### config.mk
export PLATFORM = sky130hd
export DESIGN_NAME = acq_echo_sequencer
export DESIGN_NICKNAME = d
export VERILOG_FILES = /design/src/rtl/acq_echo_sequencer_pkg.sv /design/src/rtl/acq_echo_sequencer_param_check.sv /design/src/rtl/acq_echo_sequencer.sv
export SDC_FILE = /design/constraint.sdc
export NUM_CORES = 1
export LEC_CHECK = 0
export ABC_AREA = 0
export BUFFER_PORTS_ARGS = -buffer_cell sky130_fd_sc_hd__clkbuf_2
export CAP_MARGIN = 25
export CORE_UTILIZATION = 54
export CTS_CLUSTER_SIZE = 25
export DETAILED_ROUTE_END_ITERATION = 10
export GPL_TIMING_DRIVEN = 0
export PLACE_DENSITY_LB_ADDON = 0.2
export SETUP_SLACK_MARGIN = 0.4
export SYNTH_ARGS = -nofsm -noshare
export SYNTH_HDL_FRONTEND = slang
export SYNTH_HIERARCHICAL = 1
export SYNTH_SLANG_ARGS = --single-unit
### constraint.sdc
create_clock -name CLK -period 3.6 [get_ports CLK]
set_clock_uncertainty 0.15 [all_clocks]
set_input_delay 0.18 -clock CLK [delete_from_list [all_inputs] [get_ports CLK]]
set_output_delay 0.18 -clock CLK [all_outputs]
set_load 0.1 [all_outputs]
### src/rtl/acq_echo_sequencer_pkg.sv
// rtl/acq_echo_sequencer_pkg.sv - shared state encoding and width defaults for the echo sequencer
package acq_echo_sequencer_pkg;

  localparam int DEF_DATABUS_WIDTH = 32;
  localparam int DEF_ECHO_WIDTH    = 16;

  typedef enum logic [4:0] {
    S_IDLE = 5'b00001,
    S_PRE  = 5'b00010,
    S_WND  = 5'b00100,
    S_GAP  = 5'b01000,
    S_DONE = 5'b10000
  } state_t;

endpackage

### src/rtl/acq_echo_sequencer_param_check.sv
// rtl/acq_echo_sequencer_param_check.sv - combinational legality check of echo train timing parameters
module acq_param_check
  import acq_echo_sequencer_pkg::*;
#(
  parameter int DW = DEF_DATABUS_WIDTH,
  parameter int EW = DEF_ECHO_WIDTH
) (
  input  logic [DW-1:0] first_delay_i,
  input  logic [DW-1:0] echo_period_i,
  input  logic [DW-1:0] wnd_len_i,
  input  logic [EW-1:0] num_echoes_i,
  output logic          ok_o
);

  // wnd_len < echo_period guarantees a gap of at least one cycle between windows
  assign ok_o = (first_delay_i != '0) && (num_echoes_i != '0) &&
                (wnd_len_i != '0) && (wnd_len_i < echo_period_i);

endmodule

### src/rtl/acq_echo_sequencer.sv
// rtl/acq_echo_sequencer.sv - CPMG echo train sequencer driving the ADC acquisition window
module acq_echo_sequencer
  import acq_echo_sequencer_pkg::*;
#(
  parameter int DATABUS_WIDTH = DEF_DATABUS_WIDTH,
  parameter int ECHO_WIDTH    = DEF_ECHO_WIDTH
) (
  input  logic                     CLK,
  input  logic                     RESET,
  input  logic                     START,
  input  logic                     ABORT,
  input  logic [DATABUS_WIDTH-1:0] FIRST_DELAY,
  input  logic [DATABUS_WIDTH-1:0] ECHO_PERIOD,
  input  logic [DATABUS_WIDTH-1:0] WND_LEN,
  input  logic [ECHO_WIDTH-1:0]    NUM_ECHOES,
  input  logic                     ACQ_EN,
  output logic                     ACQ_WND,
  output logic                     BUSY,
  output logic                     DONE,
  output logic [ECHO_WIDTH-1:0]    ECHO_IDX,
  output logic                     CFG_ERR,
  output logic                     OVERRUN
);

  localparam logic [DATABUS_WIDTH-1:0] ONE_D = DATABUS_WIDTH'(1);
  localparam logic [DATABUS_WIDTH-1:0] TWO_D = DATABUS_WIDTH'(2);
  localparam logic [ECHO_WIDTH-1:0]    ONE_E = ECHO_WIDTH'(1);

  state_t                   state_q, state_d;
  logic [DATABUS_WIDTH-1:0] cnt_q, cnt_d;
  logic [DATABUS_WIDTH-1:0] period_q, wlen_q;
  logic [ECHO_WIDTH-1:0]    nech_q, idx_q, idx_d;
  logic                     cfg_err_q, cfg_err_d, overrun_q, overrun_d;
  logic                     params_ok, start_req, accept, cnt_zero, last_echo, rise;

  acq_param_check #(.DW(DATABUS_WIDTH), .EW(ECHO_WIDTH)) u_param_check (
    .first_delay_i (FIRST_DELAY),
    .echo_period_i (ECHO_PERIOD),
    .wnd_len_i     (WND_LEN),
    .num_echoes_i  (NUM_ECHOES),
    .ok_o          (params_ok)
  );

  assign start_req = (state_q == S_IDLE) && START && !ABORT;
  assign accept    = start_req && params_ok;
  assign cnt_zero  = (cnt_q == '0);
  assign last_echo = (idx_q == nech_q - ONE_E);

  always_ff @(posedge CLK or posedge RESET) begin
    if (RESET) begin
      state_q   <= S_IDLE;
      cnt_q     <= '0;
      period_q  <= '0;
      wlen_q    <= '0;
      nech_q    <= '0;
      idx_q     <= '0;
      cfg_err_q <= 1'b0;
      overrun_q <= 1'b0;
    end else begin
      state_q   <= state_d;
      cnt_q     <= cnt_d;
      idx_q     <= idx_d;
      cfg_err_q <= cfg_err_d;
      overrun_q <= overrun_d;
      if (accept) begin
        period_q <= ECHO_PERIOD;
        wlen_q   <= WND_LEN;
        nech_q   <= NUM_ECHOES;
      end
    end
  end

  // The START edge itself counts as the first delay cycle, so PRE is skipped for a
  // delay of 1 and otherwise loaded with FIRST_DELAY-2 to land the rise on cycle t0+FIRST_DELAY.
  always_comb begin
    state_d = state_q;
    cnt_d   = cnt_q;
    if (ABORT && state_q != S_IDLE) begin
      state_d = S_IDLE;
    end else begin
      case (state_q)
        S_IDLE: if (accept) begin
          if (FIRST_DELAY == ONE_D) begin
            state_d = S_WND;
            cnt_d   = WND_LEN - ONE_D;
          end else begin
            state_d = S_PRE;
            cnt_d   = FIRST_DELAY - TWO_D;
          end
        end
        S_PRE: if (cnt_zero) begin
          state_d = S_WND;
          cnt_d   = wlen_q - ONE_D;
        end else begin
          cnt_d = cnt_q - ONE_D;
        end
        S_WND: if (cnt_zero) begin
          if (last_echo) begin
            state_d = S_DONE;
          end else begin
            state_d = S_GAP;
            cnt_d   = period_q - wlen_q - ONE_D;
          end
        end else begin
          cnt_d = cnt_q - ONE_D;
        end
        S_GAP: if (cnt_zero) begin
          state_d = S_WND;
          cnt_d   = wlen_q - ONE_D;
        end else begin
          cnt_d = cnt_q - ONE_D;
        end
        S_DONE:  state_d = S_IDLE;
        default: state_d = S_IDLE;
      endcase
    end
  end

  always_comb begin
    rise      = (state_d == S_WND) && (state_q != S_WND);
    idx_d     = idx_q;
    cfg_err_d = cfg_err_q;
    overrun_d = accept ? 1'b0 : overrun_q;
    if (accept) begin
      idx_d = '0;
    end else if (state_q == S_GAP && state_d == S_WND) begin
      idx_d = idx_q + ONE_E;
    end
    if (start_req) begin
      cfg_err_d = !params_ok;
    end
    if (rise && ACQ_EN) begin
      overrun_d = 1'b1;
    end
  end

  always_comb begin
    ACQ_WND  = (state_q == S_WND);
    BUSY     = (state_q != S_IDLE);
    DONE     = (state_q == S_DONE);
    ECHO_IDX = idx_q;
    CFG_ERR  = cfg_err_q;
    OVERRUN  = overrun_q;
  end

endmodule

# [After elaboration in Yosys (flattened, before gate mapping)]
# Index checks and enable logic that the tools add are counted.
[classes] mux=17 n_lt_le_gt_ge=1 reduce_logical=21 eq_ne=12 n_bitwise=1 addsub=8
[ops] operator="$mux 32" n=5
[ops] operator="$sub 32x1->32 const B" n=4
[ops] operator="$pmux 32 s3" n=1
[ops] operator="$reduce_bool 32->1" n=2
[ops] operator="$eq 32x1->1 const B" n=1
[ops] operator="$logic_not 32->1" n=1
[ops] operator="$lt 32x32->1" n=1
[ops] operator="$mux 16" n=2
[ops] operator="$sub 32x2->32 const B" n=1
[ops] operator="$sub 32x32->32" n=1
[ops] operator="$mux 5" n=5
[ops] operator="$add 16x1->16 const B" n=1
[ops] operator="$eq 16x16->1" n=1
[ops] operator="$reduce_bool 16->1" n=1
[ops] operator="$sub 16x1->16 const B" n=1
[ops] operator="$pmux 5 s3" n=1
[ops] operator="$eq 5x3->1 const B" n=2
[ops] operator="$logic_and 1x1->1" n=10
[ops] operator="$eq 5x1->1 const B" n=1
[ops] operator="$eq 5x2->1 const B" n=1
[ops] operator="$eq 5x4->1 const B" n=1
[ops] operator="$eq 5x5->1 const B" n=1
[ops] operator="$ne 5x1->1 const B" n=1
[ops] operator="$ne 5x3->1 const B" n=1
[ops] operator="other kinds (10)" n=13
[totals] reg_bits=135 wordCells=68 inputBits=117

# [Depth between registers and ports, before layout]
[depth] ltp_word=12 mapped_depth=17 ltp_nobuf=15

# [Hierarchy]
# The synthesis kept the hierarchy.
[by_module_without_submodules] module="acq_echo_sequencer" n_inst=1 area_each_um2=10603.9 seq_area_each_um2=3379.5 cells_each=1368
[by_module_without_submodules] module="acq_param_check" n_inst=1 area_each_um2=983.4 seq_area_each_um2=0.0 cells_each=139

# [Worst setup path before layout]
# Ideal clock, no wire load.
[synth_timing] path_kind="reg-to-output" from="register state_q[2]" to="output DONE" stages_incl_launch_ff=3 t_arrival_ns=3.047 t_required_ns=3.270 slack_ns=0.223 path_buffers=0 path_cell_list="dfrtp_1 -> or3_1 -> nor3b_1"
[synth_between] elab_chain_len=1
[synth_lines] element="start: declaration" line_no="acq_echo_sequencer.sv:29" text="state_t state_q, state_d;"
[synth_lines] element="start signal: assignment" line_no="acq_echo_sequencer.sv:60" text="state_q <= state_d;"
[synth_lines] element="$eq 5x5->1" line_no="acq_echo_sequencer.sv:140" text="DONE = (state_q == S_DONE);"
[synth_lines] element="end: declaration" line_no="acq_echo_sequencer.sv:19" text="output logic DONE,"
# No other way between the ends.

# [Final worst setup path]
[layout_timing] from="register wlen_q[0]" to="register cnt_q[30]"
[layout_between] elab_chain_len=5
[layout_lines] element="start: declaration" line_no="acq_echo_sequencer.sv:31" text="logic [DATABUS_WIDTH-1:0] period_q, wlen_q;"
[layout_lines] element="start signal: assignment" line_no="acq_echo_sequencer.sv:54" text="wlen_q <= '0;"
[layout_lines] element="start signal: assignment" line_no="acq_echo_sequencer.sv:67" text="wlen_q <= WND_LEN;"
[layout_lines] element="$sub 32x32->32" line_no="acq_echo_sequencer.sv:102" text="cnt_d = period_q - wlen_q - ONE_D;"
[layout_lines] element="$sub 32x1->32" line_no="acq_echo_sequencer.sv:102"
[layout_lines] element="$mux 32" line_no="acq_echo_sequencer.sv:98" text="if (last_echo) begin"
[layout_lines] element="$mux 32" line_no="acq_echo_sequencer.sv:97" text="S_WND: if (cnt_zero) begin"
[layout_lines] element="$pmux 32 s3 (*)" line_no="acq_echo_sequencer.sv:81" text="case (state_q)"
[layout_lines] element="end signal: assignment" line_no="acq_echo_sequencer.sv:61" text="cnt_q <= cnt_d;"
[layout_lines] element="end: declaration" line_no="acq_echo_sequencer.sv:30" text="logic [DATABUS_WIDTH-1:0] cnt_q, cnt_d;"
# Mark *: on every way between the ends. The rest lies on a longest branch, timed or not. The select of a mux whose other input is x is not followed.
# A chain may end at the register's enable or synchronous reset.

==> run metrics <==
outcome=finished clean; drt pass-1 iters=6; Area contributors post-synth=dfrtp_1, nand2_1, ha_1, xnor2_1, o21ai_0; FF-to-FF path depth=11; cell taking the most area after synthesis=dfrtp_1; total of max-cap violations=0; ys async rst share=100%; CTS buffer count=17; largest net degree at the start of global routing=41; Overall Power=0.00768 W; crit path from=wlen_q[0]; Setup Crit Path Kind=reg2reg; Cell Rows=53; Core ar.=21000 sq um; Avg Vias per Cell=6.31; fillers=1674; Post-Synth XOR/XNOR Area=11.3%; Worst Hold Class=in2reg; GRT overflow=0; CTS tree=yes; # clock sinks=135; fmax=305 MHz; nets=1967; Worst EP arrival=3.45 ns; worst hold endpoint=cnt_q[0]; Place WS=-0.409 ns; mean area per synthesized cell=7.69 sq um; slowest cell delay on critical path=0.51 ns; top_reg_cell synth=dfrtp_1; routed len/inst=21.2 microns; Placer Congestion=1.03; number of synthesized flops with an enable pin=0; Leak=6.55 nW; die area=22000 sq um; CP max-delay cell=or4b_4; # DRC=0; Final setup viols=0; Initial Util=55.1%; # port buffers=137; Post-Synth Simple-Gate Area=27.7%; buffers and inverters on the worst path=1; die span in y=148 microns; Antenna Cells=0; post-synthesis mux area share=1.12%; Syn Nets=1693; die width=148 microns; Initial DRC Count=1357; initial antenna violation count=0; Synth top area share=28.9%; Max Used Layer=met4; VDD IR-drop max=0.293 mV; post-route ant nets=0; H-tree depth=4; yosys warns=6; CTS Root Cell=clkbuf_16; P&R area growth vs syn=27.4%; clock slew at reported path FFs=0.06 ns; adder-cell area share of the yosys netlist=7.52%; share of layout cells above drive strength 1=19.1%; R2R Setup Slk=0.32 ns; WL met3=4850 microns; RSZ-0062 raised after global routing=true; Worst Tran Pin Value=1.08 ns; Critical Path RT=3.77 ns; synth cell count leaders=nand2_1, dfrtp_1, nor2_1, o21ai_0, xnor2_1; Crit. End Element=flip-flop; Longest Clk Path Bufs=2; CP Cell Sequence=inv_2, ha_2, or4b_4, or3_4, nand3b_4, nor2_2, xnor2_1, a211oi_2, a31oi_2, o31ai_1, mux2_2; routed wl met2=19700 microns; CP Max Fanout=5; Worst setup SP type=flip-flop; Seq/Total Area, Yosys=29.2%; PwrDens=520 nW/um^2; FF+latch count, synth=135; total track usage=39.7%; Synth Area in Compound Gates=18.3%; Cells after Synth=1507; Final WS setup=0.320 ns; relative slew slack=27.7%; CP top delay family=simple AND/OR/NAND/NOR gates; num ports=138; Slew Limit Fails=0; HPWL after DPL=32000 microns; final hold vios=0; Hold Startpoint=FIRST_DELAY[0]; total number of vias=13100; M1 WL=17400 microns; total wire length=43900 microns; vias in the first global route=12000; fin util=70.3%; worst r2r src=wlen_q[0]; final period utilization=91.1%; worst skew pair latency=0.44 ns; synthesized area=11600 sq um; first-pass GRT wire length=66500 microns; largest family of logic cells by synthesized area=simple AND/OR/NAND/NOR gates; Final Critical Period=3.28 ns; most frequent cell after synthesis=nand2_1; unique cell type count in the Yosys netlist=84; Hold Path Depth=3; Crit Reg-Reg Endpoint=cnt_q[30]
## cell usage in the layout (no fill, tap or decap), types with 9 or more instances in the layout
cell / Yosys / routed
nand2_1: 266 / 264
clkbuf_2: 0 / 149
dfrtp_1: 134 / 131
nor2_1: 121 / 117
o21ai_0: 106 / 100
xnor2_1: 93 / 93
inv_1: 89 / 84
dlygate4sd3_1: 0 / 84
a21oi_1: 89 / 77
nor3_1: 69 / 62
ha_1: 68 / 57
xor2_1: 56 / 56
nor4_1: 45 / 45
buf_4: 4 / 33
nand3_1: 29 / 25
clkbuf_1: 35 / 25
o22ai_1: 23 / 20
and3_1: 18 / 18
clkbuf_16: 0 / 18
nand4_1: 17 / 17
a211oi_1: 17 / 15
or3_1: 15 / 14
a21o_1: 13 / 13
o211ai_1: 13 / 13
buf_2: 13 / 12
or4_1: 10 / 10
a211o_1: 10 / 10
nor2b_1: 9 / 9
o31ai_1: 10 / 9
a21oi_2: 1 / 9
## layout make-up
| type | instances | area (sq um) | area share [%] |
|---|---|---|---|
| inverter | 89 | 338 | 2.29 |
| tap | 275 | 344 | 2.33 |
| multi-input combinational | 1230 | 8050 | 54.5 |
| buffer | 53 | 263 | 1.78 |
| clock inverter | 13 | 123 | 0.830 |
| timing repair buffer | 255 | 1840 | 12.4 |
| sequential | 135 | 3380 | 22.9 |
| clock buffer | 19 | 433 | 2.93 |
## flip-flops by register name (all words and copies together) (netlist names)
signal    count
cnt_q        32
OVERRUN       1
ECHO_IDX     16
CFG_ERR       1
nech_q       16
wlen_q       32
period_q     32
state_q       5
## worst min-delay path: stages
cell	delay, ns
clkbuf_2	0.17
a311oi_1	0.11
a21oi_1	0.13
## metal layers
| layer | vias to the layer above | track usage, % |
|---|---|---|
| li1 | 5913 | - |
| met1 | 6210 | 52.9 |
| met2 | 781 | 61.5 |
| met3 | 154 | 8.65 |
| met4 | 0 | 18.0 |
| met5 | - | 0 |
## stage by stage
stage               hold WS, ns  setup TNS, ns  std cells  cell area (sq um)
floorplan                 0.117              0       1507              11600
global placement          0.236         -16.94       1919              12600
detailed placement       0.0942         -16.68       1922              12700
CTS                      0.0286              0       2055              14400
global route             0.0520              0       2069              14800
finish                   0.0550              0       2069              14800
## cell families after synthesis
group | after synthesis
mux | 12
fa+ha+maj | 69
simple gates | 656
xor+xnor | 149
compound gates | 344
buf+inv | 142
flops | 135
## how the worst max path moves through the flow
stage	end	slack, ns	cells past startpoint
floorplan	cnt_q[15]	0.44	10
global placement	period_q[7]	-0.41	13
detailed placement	period_q[3]	-0.41	13
CTS	cnt_q[30]	0.36	12
global route	cnt_q[30]	0.25	15
finish	cnt_q[30]	0.32	11
## report_power, final
| group | internal, W | leakage, nW | switching [W] | total (W) |
|---|---|---|---|---|
| combinational | 0.00151 | 4.59 | 0.00217 | 0.00367 |
| clock | 0.000959 | 0.272 | 0.000776 | 0.00174 |
| sequential | 0.00187 | 1.70 | 0.000395 | 0.00227 |
| total | 0.00433 | 6.55 | 0.00334 | 0.00768 |
## timing repair
item,CTS,global route
gates resized for setup,42,71
cloned,0,1
hold endpoints to repair,105,0
setup endpoints to repair,123,101
buffers inserted,17,13
pin swaps,17,18
hold buffers,84,0
Power figures use the tool's default switching activity.
